## src/rtl/axi_stream_split_channel_if.sv

```systemverilog
// AXI-Stream channel bundle shared by the origin, head and tail ports of the splitter.
// master drives the payload and tvalid, slave drives tready.
interface axi_stream_split_channel_if #(
  parameter int unsigned DSIZE = 8,
  parameter int unsigned USIZE = 1,
  parameter int unsigned KSIZE = (DSIZE / 8 < 1) ? 1 : DSIZE / 8
);
  logic             tvalid;
  logic             tready;
  logic [DSIZE-1:0] tdata;
  logic [KSIZE-1:0] tkeep;
  logic [USIZE-1:0] tuser;
  logic             tlast;

  modport master (output tvalid, tdata, tkeep, tuser, tlast, input tready);
  modport slave  (input tvalid, tdata, tkeep, tuser, tlast, output tready);
endinterface

```

## src/rtl/axi_stream_split_channel.sv

```systemverilog
// Splits each AXI-Stream packet: the first split_len beats go to first_ch, the rest to end_ch.
// Each output has a one-entry register; origin is backpressured only by the selected output.
module axi_stream_split_channel #(
  parameter int unsigned DSIZE = 8,
  parameter int unsigned USIZE = 1,
  parameter int unsigned KSIZE = (DSIZE / 8 < 1) ? 1 : DSIZE / 8
) (
  input  logic                              clock,
  input  logic                              rst_n,
  input  logic [15:0]                       split_len,
  axi_stream_split_channel_if.slave         origin_ch,
  axi_stream_split_channel_if.master        first_ch,
  axi_stream_split_channel_if.master        end_ch
);

  logic [15:0]      cnt_q;
  logic [15:0]      len_q;
  logic [15:0]      eff_len;
  logic             to_first;
  logic             hit_len;
  logic             first_load;
  logic             end_load;
  logic             accept;

  logic             first_valid_q;
  logic [DSIZE-1:0] first_data_q;
  logic [KSIZE-1:0] first_keep_q;
  logic [USIZE-1:0] first_user_q;
  logic             first_last_q;

  logic             end_valid_q;
  logic [DSIZE-1:0] end_data_q;
  logic [KSIZE-1:0] end_keep_q;
  logic [USIZE-1:0] end_user_q;
  logic             end_last_q;

  // cnt_q holds the number of beats already accepted, so the current beat index is cnt_q + 1.
  assign eff_len    = (cnt_q == 16'd0) ? split_len : len_q;
  assign to_first   = cnt_q < eff_len;
  assign hit_len    = ({1'b0, cnt_q} + 17'd1) == {1'b0, eff_len};
  assign first_load = !first_valid_q || first_ch.tready;
  assign end_load   = !end_valid_q || end_ch.tready;

  assign origin_ch.tready = rst_n && (to_first ? first_load : end_load);
  assign accept           = origin_ch.tvalid && origin_ch.tready;

  always_ff @(posedge clock) begin
    if (!rst_n) begin
      cnt_q         <= 16'd0;
      len_q         <= 16'd0;
      first_valid_q <= 1'b0;
      end_valid_q   <= 1'b0;
    end else begin
      if (accept) begin
        if (cnt_q == 16'd0) len_q <= split_len;
        if (origin_ch.tlast) begin
          cnt_q <= 16'd0;
        end else if (cnt_q != 16'hffff) begin
          cnt_q <= cnt_q + 16'd1;
        end
      end
      if (first_load) first_valid_q <= accept && to_first;
      if (end_load)   end_valid_q   <= accept && !to_first;
    end
  end

  // Payload registers need no reset; they are only observed while the matching valid is set.
  always_ff @(posedge clock) begin
    if (accept && to_first) begin
      first_data_q <= origin_ch.tdata;
      first_keep_q <= origin_ch.tkeep;
      first_user_q <= origin_ch.tuser;
      first_last_q <= origin_ch.tlast || hit_len;
    end
    if (accept && !to_first) begin
      end_data_q <= origin_ch.tdata;
      end_keep_q <= origin_ch.tkeep;
      end_user_q <= origin_ch.tuser;
      end_last_q <= origin_ch.tlast;
    end
  end

  assign first_ch.tvalid = first_valid_q;
  assign first_ch.tdata  = first_data_q;
  assign first_ch.tkeep  = first_keep_q;
  assign first_ch.tuser  = first_user_q;
  assign first_ch.tlast  = first_last_q;

  assign end_ch.tvalid = end_valid_q;
  assign end_ch.tdata  = end_data_q;
  assign end_ch.tkeep  = end_keep_q;
  assign end_ch.tuser  = end_user_q;
  assign end_ch.tlast  = end_last_q;

endmodule

```

## src/flat_wrapper.sv

```systemverilog
// flat-port wrapper written by rule: the top's interface ports become plain ports
module axi_stream_split_channel_flat 
#(
  parameter int unsigned DSIZE = 8,
  parameter int unsigned USIZE = 1,
  parameter int unsigned KSIZE = (DSIZE / 8 < 1) ? 1 : DSIZE / 8
)
  (clock, rst_n, split_len, origin_ch_tvalid, origin_ch_tdata, origin_ch_tkeep, origin_ch_tuser, origin_ch_tlast, origin_ch_tready, first_ch_tvalid, first_ch_tdata, first_ch_tkeep, first_ch_tuser, first_ch_tlast, first_ch_tready, end_ch_tvalid, end_ch_tdata, end_ch_tkeep, end_ch_tuser, end_ch_tlast, end_ch_tready);
  axi_stream_split_channel_if #(.DSIZE(DSIZE), .USIZE(USIZE), .KSIZE(KSIZE)) origin_ch_i ();
  axi_stream_split_channel_if #(.DSIZE(DSIZE), .USIZE(USIZE), .KSIZE(KSIZE)) first_ch_i ();
  axi_stream_split_channel_if #(.DSIZE(DSIZE), .USIZE(USIZE), .KSIZE(KSIZE)) end_ch_i ();
  input  logic clock;
  input  logic rst_n;
  input  logic [15:0] split_len;
  input wire logic [$bits(origin_ch_i.tvalid)-1:0] origin_ch_tvalid;
  input wire logic [$bits(origin_ch_i.tdata)-1:0] origin_ch_tdata;
  input wire logic [$bits(origin_ch_i.tkeep)-1:0] origin_ch_tkeep;
  input wire logic [$bits(origin_ch_i.tuser)-1:0] origin_ch_tuser;
  input wire logic [$bits(origin_ch_i.tlast)-1:0] origin_ch_tlast;
  output wire logic [$bits(origin_ch_i.tready)-1:0] origin_ch_tready;
  output wire logic [$bits(first_ch_i.tvalid)-1:0] first_ch_tvalid;
  output wire logic [$bits(first_ch_i.tdata)-1:0] first_ch_tdata;
  output wire logic [$bits(first_ch_i.tkeep)-1:0] first_ch_tkeep;
  output wire logic [$bits(first_ch_i.tuser)-1:0] first_ch_tuser;
  output wire logic [$bits(first_ch_i.tlast)-1:0] first_ch_tlast;
  input wire logic [$bits(first_ch_i.tready)-1:0] first_ch_tready;
  output wire logic [$bits(end_ch_i.tvalid)-1:0] end_ch_tvalid;
  output wire logic [$bits(end_ch_i.tdata)-1:0] end_ch_tdata;
  output wire logic [$bits(end_ch_i.tkeep)-1:0] end_ch_tkeep;
  output wire logic [$bits(end_ch_i.tuser)-1:0] end_ch_tuser;
  output wire logic [$bits(end_ch_i.tlast)-1:0] end_ch_tlast;
  input wire logic [$bits(end_ch_i.tready)-1:0] end_ch_tready;
  assign origin_ch_i.tvalid = origin_ch_tvalid;
  assign origin_ch_i.tdata = origin_ch_tdata;
  assign origin_ch_i.tkeep = origin_ch_tkeep;
  assign origin_ch_i.tuser = origin_ch_tuser;
  assign origin_ch_i.tlast = origin_ch_tlast;
  assign origin_ch_tready = origin_ch_i.tready;
  assign first_ch_tvalid = first_ch_i.tvalid;
  assign first_ch_tdata = first_ch_i.tdata;
  assign first_ch_tkeep = first_ch_i.tkeep;
  assign first_ch_tuser = first_ch_i.tuser;
  assign first_ch_tlast = first_ch_i.tlast;
  assign first_ch_i.tready = first_ch_tready;
  assign end_ch_tvalid = end_ch_i.tvalid;
  assign end_ch_tdata = end_ch_i.tdata;
  assign end_ch_tkeep = end_ch_i.tkeep;
  assign end_ch_tuser = end_ch_i.tuser;
  assign end_ch_tlast = end_ch_i.tlast;
  assign end_ch_i.tready = end_ch_tready;
  axi_stream_split_channel #(.DSIZE(DSIZE), .USIZE(USIZE), .KSIZE(KSIZE)) u_core (.clock(clock), .rst_n(rst_n), .split_len(split_len), .origin_ch(origin_ch_i), .first_ch(first_ch_i), .end_ch(end_ch_i));
endmodule
```

## config.mk

```make
export PLATFORM = sky130hd
export DESIGN_NAME = axi_stream_split_channel_flat
export DESIGN_NICKNAME = d
export VERILOG_FILES = /design/src/rtl/axi_stream_split_channel_if.sv /design/src/rtl/axi_stream_split_channel.sv /design/src/flat_wrapper.sv
export SDC_FILE = /design/constraint.sdc
export NUM_CORES = 1
export LEC_CHECK = 0
export CAP_MARGIN = 25
export CORE_MARGIN = 2
export CORE_UTILIZATION = 49
export CTS_CLUSTER_SIZE = 28
export DETAILED_ROUTE_END_ITERATION = 7
export PLACE_DENSITY = 0.74
export SYNTH_ARGS = -nofsm -noshare
export SYNTH_HDL_FRONTEND = slang
export SYNTH_SLANG_ARGS = --single-unit
```

## constraint.sdc

```tcl
create_clock -name clock -period 4.2 [get_ports clock]
set_input_delay 0.84 -clock clock [delete_from_list [all_inputs] [get_ports clock]]
set_output_delay 0.84 -clock clock [all_outputs]
set_load 0.05 [all_outputs]
```

== Word-level counts from Yosys, hierarchy flattened ==
Cells that the tools add are included.
Word-level totals
  logic and storage cells: 34
  bits in registers: 56
  output and inout port bits: 25
  bits of input ports: 32
Operators by class
  equality and inequality tests: 2
  $add $sub $neg: 2
  order comparisons: 1
  reductions and logical operators: 13
  multiplexer cells: 4
Operator list (count)
  16-bit 2-to-1 mux: 3
  16-bit by 1-bit adder with 17-bit output (second input constant): 1
  17-bit by 16-bit == test with 1-bit output: 1
  16-bit by 1-bit adder with 16-bit output (second input constant): 1
  16-bit zero test: 1
  16-bit < comparator: 1
  16-bit != test (second input constant): 1
  1-bit logical AND: 4
  1-bit zero test: 3
  1-bit logical OR: 3
  2-bit AND reduction: 1
  2-bit nonzero test: 1
  1-bit 2-to-1 mux: 1

== Longest topological paths before layout ==
  word-level depth: 7
  gate-level depth with buffers: 18
  depth with buffers taken out: 13

== Worst setup path before layout ==
OpenSTA, ideal clock, no wires.
  kind: reg-to-output
  from: reg u_core.cnt_q[0]
  to: out origin_ch_tready
  path slack: -0.882 ns
  data required time: 3.360 ns
  buffers on the path: 5
  arrival time: 4.242 ns
  cell stages (with the launch flop): 19
  cell sequence: dfxtp_1 inv_1 ha_1 nor4b_2 nand4_1 buf_2 buf_4 mux2i_1 ha_1 a21o_1 a21o_1 a21oi_1 o21a_1 o21a_1 buf_6 buf_6 buf_4 nor2_1 a211oi_1
On the way
  cells in the longest elaborated chain, start to end: 5
Ends and longest elaborated chain
  from (decl): line axi_stream_split_channel.sv:16  | logic [15:0] cnt_q;
  from (signal assigned): line axi_stream_split_channel.sv:59  | cnt_q <= cnt_q + 16'd1;
  16-bit zero test: line axi_stream_split_channel.sv:38  | assign eff_len = (cnt_q == 16'd0) ? split_len : len_q;
  16-bit 2-to-1 mux: line axi_stream_split_channel.sv:38
  16-bit < comparator (*): line axi_stream_split_channel.sv:39  | assign to_first = cnt_q < eff_len;
  1-bit 2-to-1 mux (*): line axi_stream_split_channel.sv:44  | assign origin_ch.tready = rst_n && (to_first ? first_load : end_load);
  1-bit logical AND (*): line axi_stream_split_channel.sv:44
  to (decl): line flat_wrapper.sv:20  | output wire logic [$bits(origin_ch_i.tready)-1:0] origin_ch_tready;
Mark *: on every way between the ends. The rest lies on a longest branch, timed or not.

== Final worst setup path ==
  from: reg u_core.cnt_q[12]
  to: out origin_ch_tready
The elaborated chain is that of the path after synthesis.

==> results.yml <==
pwr:
  vdd_drop_max_mv: 0.1838
  p_int_mw: 0.8451
  power_density_nw_per_um2: 259.0
  p_seq_share_pct: 50.4
  p_clk_share_pct: 26.3
  p_switching_mw: 0.3432
  power_frac_comb_pct: 23.4
  p_sw_share_pct: 28.88
  power.leakage_nw: 1.798
place:
  place.gp.congestion: 0.9042
  dp_hpwl_um: 6641
  portBuffers: 56
  pre_cts_ws_ps: 198.8
  dp.cells: 513
logic_synthesis:
  ys_top_cells_by_count: "nand2_1, mux2i_1, dfxtp_1, edfxtp_1, xnor2_1"
  synthesis.nets: 400
  synthCells: 351
  async_reset_ff_share_pct: 0
  synthDistinctLibCells: 49
  yosys.area.top_type: "dfxtp_1"
  synth_top_cell_area_share_pct: 19.65
  synth-edff-count: 22
  syn-cell-area_um2: 3465
  ys_warn_count: 0
  synth_most_common_cell: "nand2_1"
  ys_seq_area_share_pct: 38.71
  avgSynthCellArea_um2: 9.871
  ys_ff_latch: 56
  ys_top_cells_by_area: "dfxtp_1, edfxtp_1, mux2i_1, ha_1, xnor2_1"
  synth_flop_cell: "dfxtp_1"
sta:
  slew_violations: 0
  fin_skew_ps: 12.60
  hold_viol: 0
  worst_pin_slew_ps: 595.5
  max_freq_mhz: 240.6
  rsz0062_at_grt: "yes"
  finalCritPeriodShare_pct: 98.97
  relSlewSlack_pct: 59.51
  period_minus_slack_ps: 4157
  setup_viol: 0
  hold_ws_ps: 461.2
  setup_slack_ps: 43.29
global_route:
  antenna_found_initial: 0
  grt_pass1_vias: 2905
  grt.overflow.total: 0
  grt_pass1_wl_um: 14640
  grt_start_max_net_pins: 24
  grt.total_usage_pct: 24.04
die:
  start_util_pct: 50.71
  coreArea_um2: 6832
  die_w_um: 88.09
  die_area_um2: 7759
  rows: 30
  die_height_um: 88.09
  ios: 57
clock_network:
  cts.sinks: 56
  cts_buffers: 5
  clkTransAtPathRegs_ps: 110
  cts_max_level: 2
  cts_tree: "yes"
  insertion_delay_ps: 320
  cts_buffer_depth: 2
  cts_hold_buf: 0
  root_buffer: "clkbuf_8"
route:
  drc: 0
  wl_um: 9195
  drtAntennaViolNets: 0
  first_iter_violations: 208
  vias_per_cell: 5.832
  vias: 3062
  wl_per_cell_um: 17.51
  first_pass_iters: 5
finish:
  syn2layout_area_growth_pct: 32.43
  antenna_cells: 0
  n_fill_cell: 558
  nets: 477
  drive_gt1_share_pct: 17.95
  finalNonFillerCells: 525
run:
  cap_violations: 0
min_path:
  hp-class: "register to register"
worst_setup_path:
  path_max_fanout: 7
  required_ps: 3360
  crit_path_end_kind: "primary output"
  criticalPathCategory: "register to primary output"
  start_kind: "register"
  crit_arrival_ps: 3320
run_status:
  status: "complete, no violations"
==> metal layers <==
metal	part of all wire, %	up-vias	GRT usage [%]	wire [um]
met5	0	-	0	0
met4	1.3	0	5.510	122
met3	7.4	13	4.053	679
met2	47	156	40.36	4341
met1	44	1435	32.63	4051
li1	-	1458	-	-
==> critical path, stage by stage, from the launching register on <==
cell      delay [ps]
dfxtp_1          340
nor4_2           350
nand4_1          150
buf_6            150
buf_12           140
mux2i_4          200
ha_4             270
and4_1           230
o211ai_1         110
o311a_1          350
o21a_2           270
a211oi_4         260
buf_12           170
==> flip-flops by register name (all words and copies together) (netlist names) <==
register                count
u_core.first_ch.tvalid      1
u_core.end_ch.tdata         8
u_core.first_ch.tkeep       1
u_core.first_ch.tlast       1
u_core.end_ch.tkeep         1
u_core.end_ch.tvalid        1
u_core.first_ch.tuser       1
u_core.first_ch.tdata       8
u_core.cnt_q               16
u_core.end_ch.tuser         1
u_core.len_q               16
u_core.end_ch.tlast         1
==> metrics by stage <==
stage	power, mW	utilization [%]	setup TNS [ps]	area [um2]
after floorplan	0.7615	-	0	3503
after global placement	0.8472	62.97	0	4302
after detailed placement	0.8516	62.97	0	4302
after CTS	1.169	65.04	0	4443
after global routing	1.238	67.16	-40.19	4588
final	1.188	67.16	0	4588
==> final cells by class <==
type,instances,area (um2),area share [%]
clock buffers,5,68.82,1.500
repair buffers,94,888.4,19.36
flip-flops and latches,56,1343,29.26
multi-input cells,264,2120,46.20
well taps,96,120.1,2.618
clock inverters,3,22.52,0.4909
inverters,7,26.28,0.5727
==> path summary, 6_finish.rpt <==
check	startpoint	endpoint	slack, ps	depth (start not counted)
setup reg to reg	u_core.cnt_q[12]$_SDFFE_PN0P_	u_core.cnt_q[10]$_SDFFE_PN0P_	500	13
hold / removal	u_core.len_q[0]$_SDFFE_PN0P_	u_core.len_q[0]$_SDFFE_PN0P_	460	2
setup / recovery	u_core.cnt_q[12]$_SDFFE_PN0P_	origin_ch_tready	40	12
hold reg to reg	u_core.len_q[0]$_SDFFE_PN0P_	u_core.len_q[0]$_SDFFE_PN0P_	460	2
==> logic make-up after synthesis <==
group,after synthesis,synth area share (%)
AO/OA/AOI/OAI,63,13.94
XOR/XNOR,27,6.826
adder cells (fa/ha/maj),17,6.139
buffers and inverters,31,4.984
flip-flops,56,38.71
multiplexers,43,12.96
AND/OR/NAND/NOR,114,16.43
==> cell usage in the layout, fill, tap and decap left out, drive strengths merged, types with 2 or more instances in the layout <==
cell           count
clkinv             2
xor2               6
or2                4
o41ai              2
nor2              19
clkdlybuf4s50     55
o211ai             2
nand3             11
a21o               8
xnor2             21
o21bai             6
o2111ai           19
o21ai              3
o21a               2
or3                2
and4               3
a21oi              6
inv                8
mux2               2
o22ai              2
and3               5
nor3               8
mux2i             41
nor4               3
dfxtp             34
ha                17
nand2             40
o31ai              7
nor2b              3
clkbuf             5
buf               39
edfxtp            22
nand2b             6
nand4              6
==> power groups by stage <==
stage	Combinational, mW	Clock [mW]	Sequential [mW]
2_1_floorplan	0.137	0	0.625
3_3_place_gp	0.239	0	0.608
6_report	0.278	0.312	0.598
4_1_cts	0.255	0.318	0.596
3_5_place_dp	0.243	0	0.608
5_1_grt	0.300	0.338	0.601
==> what timing repair did <==
item	4_1_cts	5_1_grt
resized for setup	10	20
buffers inserted	2	1
endpoints found under the setup margin	1	1
cloned	1	0
pin swaps	5	8
(Power assumes the default switching activity.)
